### src/rtl/xdma_from_remote_demux.sv
// Inbound AXI4 write-only subordinate for this cluster's MMIO window. Each burst
// is decoded by address into the cfg, data or grant stream; W beats pass through
// combinationally, and one B response is returned per burst.
module xdma_from_remote_demux #(
  parameter int unsigned          AddrWidth           = 48,
  parameter int unsigned          DataWidth           = 512,
  parameter int unsigned          IdWidth             = 8,
  parameter logic [AddrWidth-1:0] ClusterAddressSpace = 48'h10_0000,
  parameter logic [AddrWidth-1:0] MMIOSize            = 48'h1000
) (
  input  logic                         clk_i,
  input  logic                         rst_i,
  input  logic [AddrWidth-1:0]         cluster_base_addr_i,
  input  logic                         aw_valid_i,
  output logic                         aw_ready_o,
  input  logic [IdWidth-1:0]           aw_id_i,
  input  logic [AddrWidth-1:0]         aw_addr_i,
  input  logic [7:0]                   aw_len_i,
  input  logic [2:0]                   aw_size_i,
  input  logic [1:0]                   aw_burst_i,
  input  logic                         w_valid_i,
  output logic                         w_ready_o,
  input  logic [DataWidth-1:0]         w_data_i,
  input  logic [DataWidth/8-1:0]       w_strb_i,
  input  logic                         w_last_i,
  output logic                         b_valid_o,
  input  logic                         b_ready_i,
  output logic [IdWidth-1:0]           b_id_o,
  output logic [1:0]                   b_resp_o,
  output logic [DataWidth-1:0]         cfg_o,
  output logic                         cfg_valid_o,
  input  logic                         cfg_ready_i,
  output logic [DataWidth-1:0]         data_o,
  output logic [DataWidth/8-1:0]       data_strb_o,
  output logic                         data_last_o,
  output logic                         data_valid_o,
  input  logic                         data_ready_i,
  output logic [IdWidth+AddrWidth-1:0] grant_o,
  output logic                         grant_valid_o,
  input  logic                         grant_ready_i,
  // Debug view of the FSM: 0 IDLE, 1 FWD, 2 DROP, 3 RESP.
  output logic [1:0]                   state_o
);

  // Every channel uses AXI valid/ready: a transfer happens on a rising clk edge
  // where both are high; a raised valid and its payload hold until that transfer.

  typedef enum logic [1:0] {IDLE = 2'd0, FWD = 2'd1, DROP = 2'd2, RESP = 2'd3} state_e;
  typedef enum logic [1:0] {TGT_DATA = 2'd0, TGT_CFG = 2'd1, TGT_GRANT = 2'd2} tgt_e;

  localparam logic [1:0] RespOkay   = 2'b00;
  localparam logic [1:0] RespSlvErr = 2'b10;
  localparam logic [AddrWidth-1:0] GrantLo = ClusterAddressSpace - MMIOSize;
  localparam logic [AddrWidth-1:0] CfgLo   = GrantLo - MMIOSize;
  localparam logic [AddrWidth-1:0] DataLo  = CfgLo - MMIOSize;

  state_e               state_q, state_d;
  tgt_e                 tgt_q, tgt_d;
  logic [IdWidth-1:0]   id_q, id_d;
  logic [7:0]           len_q, len_d;
  logic [1:0]           resp_q, resp_d;
  logic [8:0]           beat_cnt_q, beat_cnt_d;

  // Address decode of the incoming AW.
  logic [AddrWidth-1:0] off;
  logic [8:0]           len_p1;
  logic [AddrWidth:0]   data_end;
  logic                 dec_miss, dec_err;
  tgt_e                 dec_tgt;

  always_comb begin
    off      = aw_addr_i - cluster_base_addr_i;
    len_p1   = {1'b0, aw_len_i} + 9'd1;
    data_end = {1'b0, off} + {{(AddrWidth-14){1'b0}}, len_p1, 6'b0};
    dec_miss = (aw_addr_i < cluster_base_addr_i) || (off >= ClusterAddressSpace);
    dec_tgt  = TGT_DATA;
    dec_err  = dec_miss || (aw_size_i != 3'd6) || (aw_burst_i != 2'b01);
    if (off >= GrantLo) begin
      dec_tgt = TGT_GRANT;
      if (aw_len_i != 8'd0) dec_err = 1'b1;
    end else if (off >= CfgLo) begin
      dec_tgt = TGT_CFG;
      if (aw_len_i != 8'd0) dec_err = 1'b1;
    end else if (off >= DataLo) begin
      dec_tgt = TGT_DATA;
      if (data_end > {1'b0, CfgLo}) dec_err = 1'b1;
    end else begin
      // Inside the cluster but below the MMIO windows: no stream to route to.
      dec_err = 1'b1;
    end
  end

  always_ff @(posedge clk_i) begin
    if (rst_i) begin
      state_q    <= IDLE;
      tgt_q      <= TGT_DATA;
      id_q       <= '0;
      len_q      <= '0;
      resp_q     <= RespOkay;
      beat_cnt_q <= '0;
    end else begin
      state_q    <= state_d;
      tgt_q      <= tgt_d;
      id_q       <= id_d;
      len_q      <= len_d;
      resp_q     <= resp_d;
      beat_cnt_q <= beat_cnt_d;
    end
  end

  always_comb begin
    state_d       = state_q;
    tgt_d         = tgt_q;
    id_d          = id_q;
    len_d         = len_q;
    resp_d        = resp_q;
    beat_cnt_d    = beat_cnt_q;
    aw_ready_o    = 1'b0;
    w_ready_o     = 1'b0;
    b_valid_o     = 1'b0;
    cfg_valid_o   = 1'b0;
    data_valid_o  = 1'b0;
    grant_valid_o = 1'b0;
    unique case (state_q)
      IDLE: begin
        aw_ready_o = 1'b1;
        if (aw_valid_i) begin
          id_d       = aw_id_i;
          len_d      = aw_len_i;
          tgt_d      = dec_tgt;
          beat_cnt_d = '0;
          resp_d     = dec_err ? RespSlvErr : RespOkay;
          state_d    = dec_err ? DROP : FWD;
        end
      end
      FWD: begin
        unique case (tgt_q)
          TGT_CFG: begin
            cfg_valid_o = w_valid_i;
            w_ready_o   = cfg_ready_i;
          end
          TGT_GRANT: begin
            grant_valid_o = w_valid_i;
            w_ready_o     = grant_ready_i;
          end
          default: begin
            data_valid_o = w_valid_i;
            w_ready_o    = data_ready_i;
          end
        endcase
        if (w_valid_i && w_ready_o) begin
          beat_cnt_d = beat_cnt_q + 9'd1;
          if (w_last_i) begin
            state_d = RESP;
            if (beat_cnt_q + 9'd1 != {1'b0, len_q} + 9'd1) resp_d = RespSlvErr;
          end
        end
      end
      DROP: begin
        w_ready_o = 1'b1;
        if (w_valid_i && w_last_i) state_d = RESP;
      end
      RESP: begin
        b_valid_o = 1'b1;
        if (b_ready_i) state_d = IDLE;
      end
      default: state_d = IDLE;
    endcase
    // While reset is held no handshake may be offered on any channel.
    if (rst_i) begin
      aw_ready_o    = 1'b0;
      w_ready_o     = 1'b0;
      b_valid_o     = 1'b0;
      cfg_valid_o   = 1'b0;
      data_valid_o  = 1'b0;
      grant_valid_o = 1'b0;
    end
  end

  assign b_id_o      = id_q;
  assign b_resp_o    = resp_q;
  assign cfg_o       = w_data_i;
  assign data_o      = w_data_i;
  assign data_strb_o = w_strb_i;
  assign data_last_o = w_last_i;
  assign grant_o     = w_data_i[DataWidth-1 -: IdWidth+AddrWidth];
  assign state_o     = state_q;

endmodule
### config.mk
export PLATFORM = sky130hd
export DESIGN_NAME = xdma_from_remote_demux
export DESIGN_NICKNAME = d
export VERILOG_FILES = /design/src/rtl/xdma_from_remote_demux.sv
export SDC_FILE = /design/constraint.sdc
export NUM_CORES = 1
export LEC_CHECK = 0
export ABC_AREA = 1
export CORE_AREA = 2 2 730 732
export DETAILED_ROUTE_END_ITERATION = 12
export DIE_AREA = 0 0 732 734
export PLACE_DENSITY_LB_ADDON = 0.3
export SLEW_MARGIN = 20
export SYNTH_ARGS = -nofsm -noshare
export SYNTH_HDL_FRONTEND = slang
export SYNTH_SLANG_ARGS = --single-unit
### constraint.sdc
create_clock -name clk_i -period 13.7 [get_ports clk_i]
set_clock_uncertainty 0.1 [all_clocks]
set_input_delay 1.37 -clock clk_i [delete_from_list [all_inputs] [get_ports clk_i]]
set_output_delay 1.37 -clock clk_i [all_outputs]
set_load 0.01 [all_outputs]
* Word-level counts from Yosys, hierarchy flattened
Cells that the tools add are included.
Storage, ports and cells: register bits after elaboration 31, input bits 702, output and inout port bits 1163, logic and storage cells 84
Operators by class: add/sub/neg operators 5, order comparisons 6, eq/ne operators 14, mux-type cells 40, reductions and logical operators 13
Operators by type and width (count):
- $ge 48x20->1 const B | 3
- $add 48x15->49 | 1
- $gt 49x20->1 const B | 1
- $ge 48x21->1 const B | 1
- $lt 48x48->1 | 1
- $sub 48x48->48 | 1
- $mux 2 | 12
- $mux 1 | 21
- $add 8x1->9 const B | 2
- $mux 9 | 2
- $pmux 9 s2 | 1
- $ne 2x2->1 const B | 6
- $reduce_and 5->1 | 2
- $add 9x1->9 const B | 1
- $ne 9x9->1 | 1
- $pmux 2 s4 | 1
- $reduce_bool 8->1 | 1
- $eq 2x2->1 const B | 3
- $eq 2x1->1 const B | 2
- $pmux 1 s2 | 2
- $pmux 2 s2 | 1
- $logic_or 1x1->1 | 3
- $ne 3x3->1 const B | 1
- $reduce_and 3->1 | 1
- 6 further kinds | 7

* Logic depth before layout (Yosys ltp)
depth in word-level cells 12, depth in mapped cells 36, gate-level depth less buffers 36

* Worst setup path after synthesis
No wires, ideal clock.
path kind in2reg, start input aw_addr_i[0], end register state_q[1], in the netlist state_o[1], setup time 0.116 ns, arrival 5.067 ns, data required time 13.484 ns, setup slack 8.418 ns, stages 33, path buffers 0, cell sequence inv_1 -> ha_1 -> inv_1 -> fa_1 -> nand3_1 -> nand3_1 -> nand2_1 -> nand2_1 -> xnor2_1 -> inv_1 -> ha_1 -> inv_1 -> fa_1 -> o21ai_0 -> nand4_1 -> o211ai_1 -> nand3_1 -> nand2_2 -> nand3_4 -> nor2_4 -> nand2_2 -> nor2_4 -> nand2_1 -> nand2_1 -> nand2_1 -> nor2_1 -> nand2_1 -> nor2_2 -> nand3_2 -> nand2_1 -> nand2_1 -> nand2_1 -> a21oi_1
On the way: word-level cells in the longest chain between the ends 12, elaborated cells between the ends (all ways) 19, classes of those cells add/sub (2); order compare (6); mux (8); reduce/logical (3)
RTL lines:
- start, declared | RTL line 17 | input logic [AddrWidth-1:0] aw_addr_i,
- branches (longest 8 deep; another with $add 48x15->49)
- $mux 1 (*) | RTL line 78 | if (off >= GrantLo) begin
- $mux 2 (*) | RTL line 133 | state_d = dec_err ? DROP : FWD;
- $mux 2 (*) | RTL line 127 | if (aw_valid_i) begin
- $pmux 2 s4 (*) | RTL line 124 | unique case (state_q)
- end signal, assigned | RTL line 102 | state_q <= state_d;
- end, declared | RTL line 57 | state_e state_q, state_d;
Mark *: on every way between the ends. The select of a mux whose other input is x is not followed. A chain may end at the register's enable or synchronous reset.

* Worst setup path after layout
Same ends and word-level chain as after synthesis.

==> reports/qor.yml <==
setup_path:
  worstReg2RegEnd: "beat_cnt_q[4]$_SDFFE_PP0P_"
  cp.arrival_ps: 6770
  worstReg2RegStart: "state_o[0]$_SDFFE_PP0P_"
  crit_fanout: 6
  r2r_slack_ps: 9470
  crit_top_cell: "nand2_1"
  required_ps: 13780
  start_kind: "input pin"
  critPathMaxStageDelay_ps: 460
  slowest_stage: "clkdlybuf4s50_1"
  crit_type: "in2reg"
  cp-end-kind: "flip-flop"
  rr_worst_depth: 14
die:
  io_pins: 1865
  die_area_sq_um: 537300
  die_x_um: 732
  die_h_um: 734
  core_area_sq_um: 530100
  start_util: 0.03079
  num_rows: 268
place:
  io_buffer_count: 143
  place_area_sq_um: 17980
  gp_congestion: 0.7535
  post-dp-hpwl_um: 308500
grt:
  grt-ovfl-total: 0
  grt_max_degree: 20
  grt_pass1_vias: 11780
  grt_pass1_wl_um: 352700
  grt_usage: 0.1151
  antenna_found_initial: 100
logic_synthesis:
  synth_fp_nets: 3389
  ys_types: 47
  synth-seq-cells: 30
  synthFlopType: "dfxtp_1"
  syn_inst: 2617
  yosysWarnings: 0
  synth_edf_count: 0
  yosysSeqAreaShare: 0.03680
  netlist.top_cell.by_area: "buf_4"
  syn_avg_cell_area_sq_um: 6.236
  async_reset_ff_frac: 0
  synth_top_area_frac: 0.5271
  synth_area_leaders: "buf_4 53%, nand2_1 11%, inv_1 6.2%"
  syn_area_sq_um: 16320
pwr:
  combPwrFrac: 0.698
  ir_drop_v: 0.00003881
  p_per_area_nw_per_um2: 46.64
  p_int_uw: 372.8
  p_seq_frac: 0.140
  power.switching_uw: 474.1
  sw_frac_of_total: 0.5598
  p_leak_nw: 5.155
  power_frac_clock: 0.161
sta:
  setup_violations: 0
  hold_violations: 0
  relSlewSlack: 0.2960
  maxSlewViolCount: 0
  holdWs_ps: 384.5
  period_minus_slack_ps: 6690
  tns_ps: 0
  rsz0062_at_grt: "no"
  fin_crit_sh: 0.4883
  fmax_mhz: 149.5
  worstMarginPinSlew_ps: 1055
detailed_routing:
  routedWlPerCell_um: 37.24
  wirelength_um: 322300
  vias_per_cell: 1.460
  dr_total_vias: 12640
  drc: 0
  drtAntennaViolNets: 0
  first_pass_iters: 5
  drt_iter0_markers: 753
job:
  cap_violations: 0
clock_network:
  post_cts_buffers: 0
  clock-sinks: 30
  clk_pin_slew_ps: 90
  clk_latency_ps: 330
  clock_path_buffers: 2
  numCtsBuffers: 5
  cts_root_buffer: "clkbuf_16"
  htreeDepth: 2
  hold_buffers: 0
  cts-resized-gates: 0
  cts_tree: "done"
hold_path:
  hold_end: "beat_cnt_q[8]$_SDFFE_PP0P_"
  holdCritStartpoint: "beat_cnt_q[8]$_SDFFE_PP0P_"
  hp-class: "reg2reg"
  whs_path_depth: 2
finish:
  fin_area_sq_um: 18160
  fillers: 63310
  drive_above_1_share: 0.06835
  seqCellArea_sq_um: 600.6
  synthToLayoutAreaGrowth_pct: 11.25
  multiInputGateArea_sq_um: 6007
  fin_nets: 2395
status:
  outcome: "finished clean"
[sequential cells by signal, summed over array words and instances, names as in the netlist]
register    cells
b_resp_o        1
b_id_o          8
len_q           8
tgt_q           2
beat_cnt_q      9
state_o         2
[cells in the mapped netlist (8+ instances only)]
cell type	number
xnor2_1	8
buf_4	1146
nor2_2	18
ha_1	68
nor3_1	15
o21ai_0	41
a21oi_1	66
nand3_1	99
o21bai_1	8
nand4_1	29
nor2_4	9
dfxtp_1	30
nand2_2	24
inv_1	271
nand2_1	496
inv_2	17
xor2_1	37
nor2_1	165
[power groups by stage]
stage	sequential, mW	clock (mW)	combinational [mW]
2_1_floorplan	0.122	0	0.672
3_3_place_gp	0.122	0	0.616
3_5_place_dp	0.122	0	0.609
4_1_cts	0.120	0.154	0.612
5_1_grt	0.122	0.154	0.667
6_report	0.119	0.137	0.591
[cell type report]
cell class,count,share of cell area
diodes,11,0.001516
well taps,7020,0.4837
clock buffers,6,0.007649
clock inverters,2,0.0006891
flip-flops and latches,30,0.03308
repair buffers,151,0.08235
inverters,291,0.06016
multi-input cells,1144,0.3308
[critical path: cells and delay by family]
family,cells,cell delay (ps)
AOI/OAI and AO/OA,3,640
and+or+nand+nor,21,2320
buffers and inverters,5,880
adders and majority gates,4,1380
xor gates and xnor gates,1,150
[placed cells by master (no fill, tap or decap), types with 7 or more instances in the layout]
cell / n
a21oi_1: 66
buf_4: 7
clkdlybuf4s50_1: 143
dfxtp_1: 30
diode_2: 11
ha_1: 68
inv_1: 271
inv_2: 17
nand2_1: 496
nand2_2: 24
nand3_1: 99
nand3_2: 7
nand3b_1: 7
nand4_1: 29
nor2_1: 165
nor2_2: 18
nor2_4: 9
nor3_1: 15
o21ai_0: 41
o21bai_1: 8
xnor2_1: 8
xor2_1: 37
[per-stage QoR]
step / total power [mW] / util / instances / setup slack (ps)
3_3_place_gp: 0.7377 / 0.03388 / 8635 / 6361
2_1_floorplan: 0.7949 / - / 2617 / 8418
3_5_place_dp: 0.7307 / 0.03391 / 8636 / 6407
5_1_grt: 0.9430 / 0.03421 / 8646 / 6293
4_1_cts: 0.8852 / 0.03420 / 8644 / 6737
6_report: 0.8468 / 0.03425 / 8655 / 7010
[metal layers]
layer,up-vias,GRT usage,wire (um)
li1,4910,-,-
met2,2389,0.1765,136700
met3,572,0.2162,128300
met4,64,0.05761,20760
met1,4704,0.03394,34460
met5,-,0.02522,2096
[logic make-up after synthesis]
kind of cell / synth area share
fa+ha+maj: 0.05458
simple gates: 0.2412
xor+xnor: 0.02415
other cells: 0.0002298
compound gates: 0.04761
buf+inv: 0.5954
flops: 0.03680
[worst max path at each step]
stage / depth (start not counted) / end / start
detailed placement: 34 / state_o[1]$_SDFFE_PP0P_ / aw_addr_i[0]
floorplan: 33 / state_o[1]$_SDFFE_PP0P_ / aw_addr_i[0]
global route: 34 / state_o[1]$_SDFFE_PP0P_ / aw_addr_i[0]
finish: 34 / state_o[1]$_SDFFE_PP0P_ / aw_addr_i[0]
CTS: 34 / state_o[1]$_SDFFE_PP0P_ / aw_addr_i[0]
global placement: 34 / state_o[1]$_SDFFE_PP0P_ / aw_addr_i[0]
No activity file was read; power rests on OpenSTA's default activity.
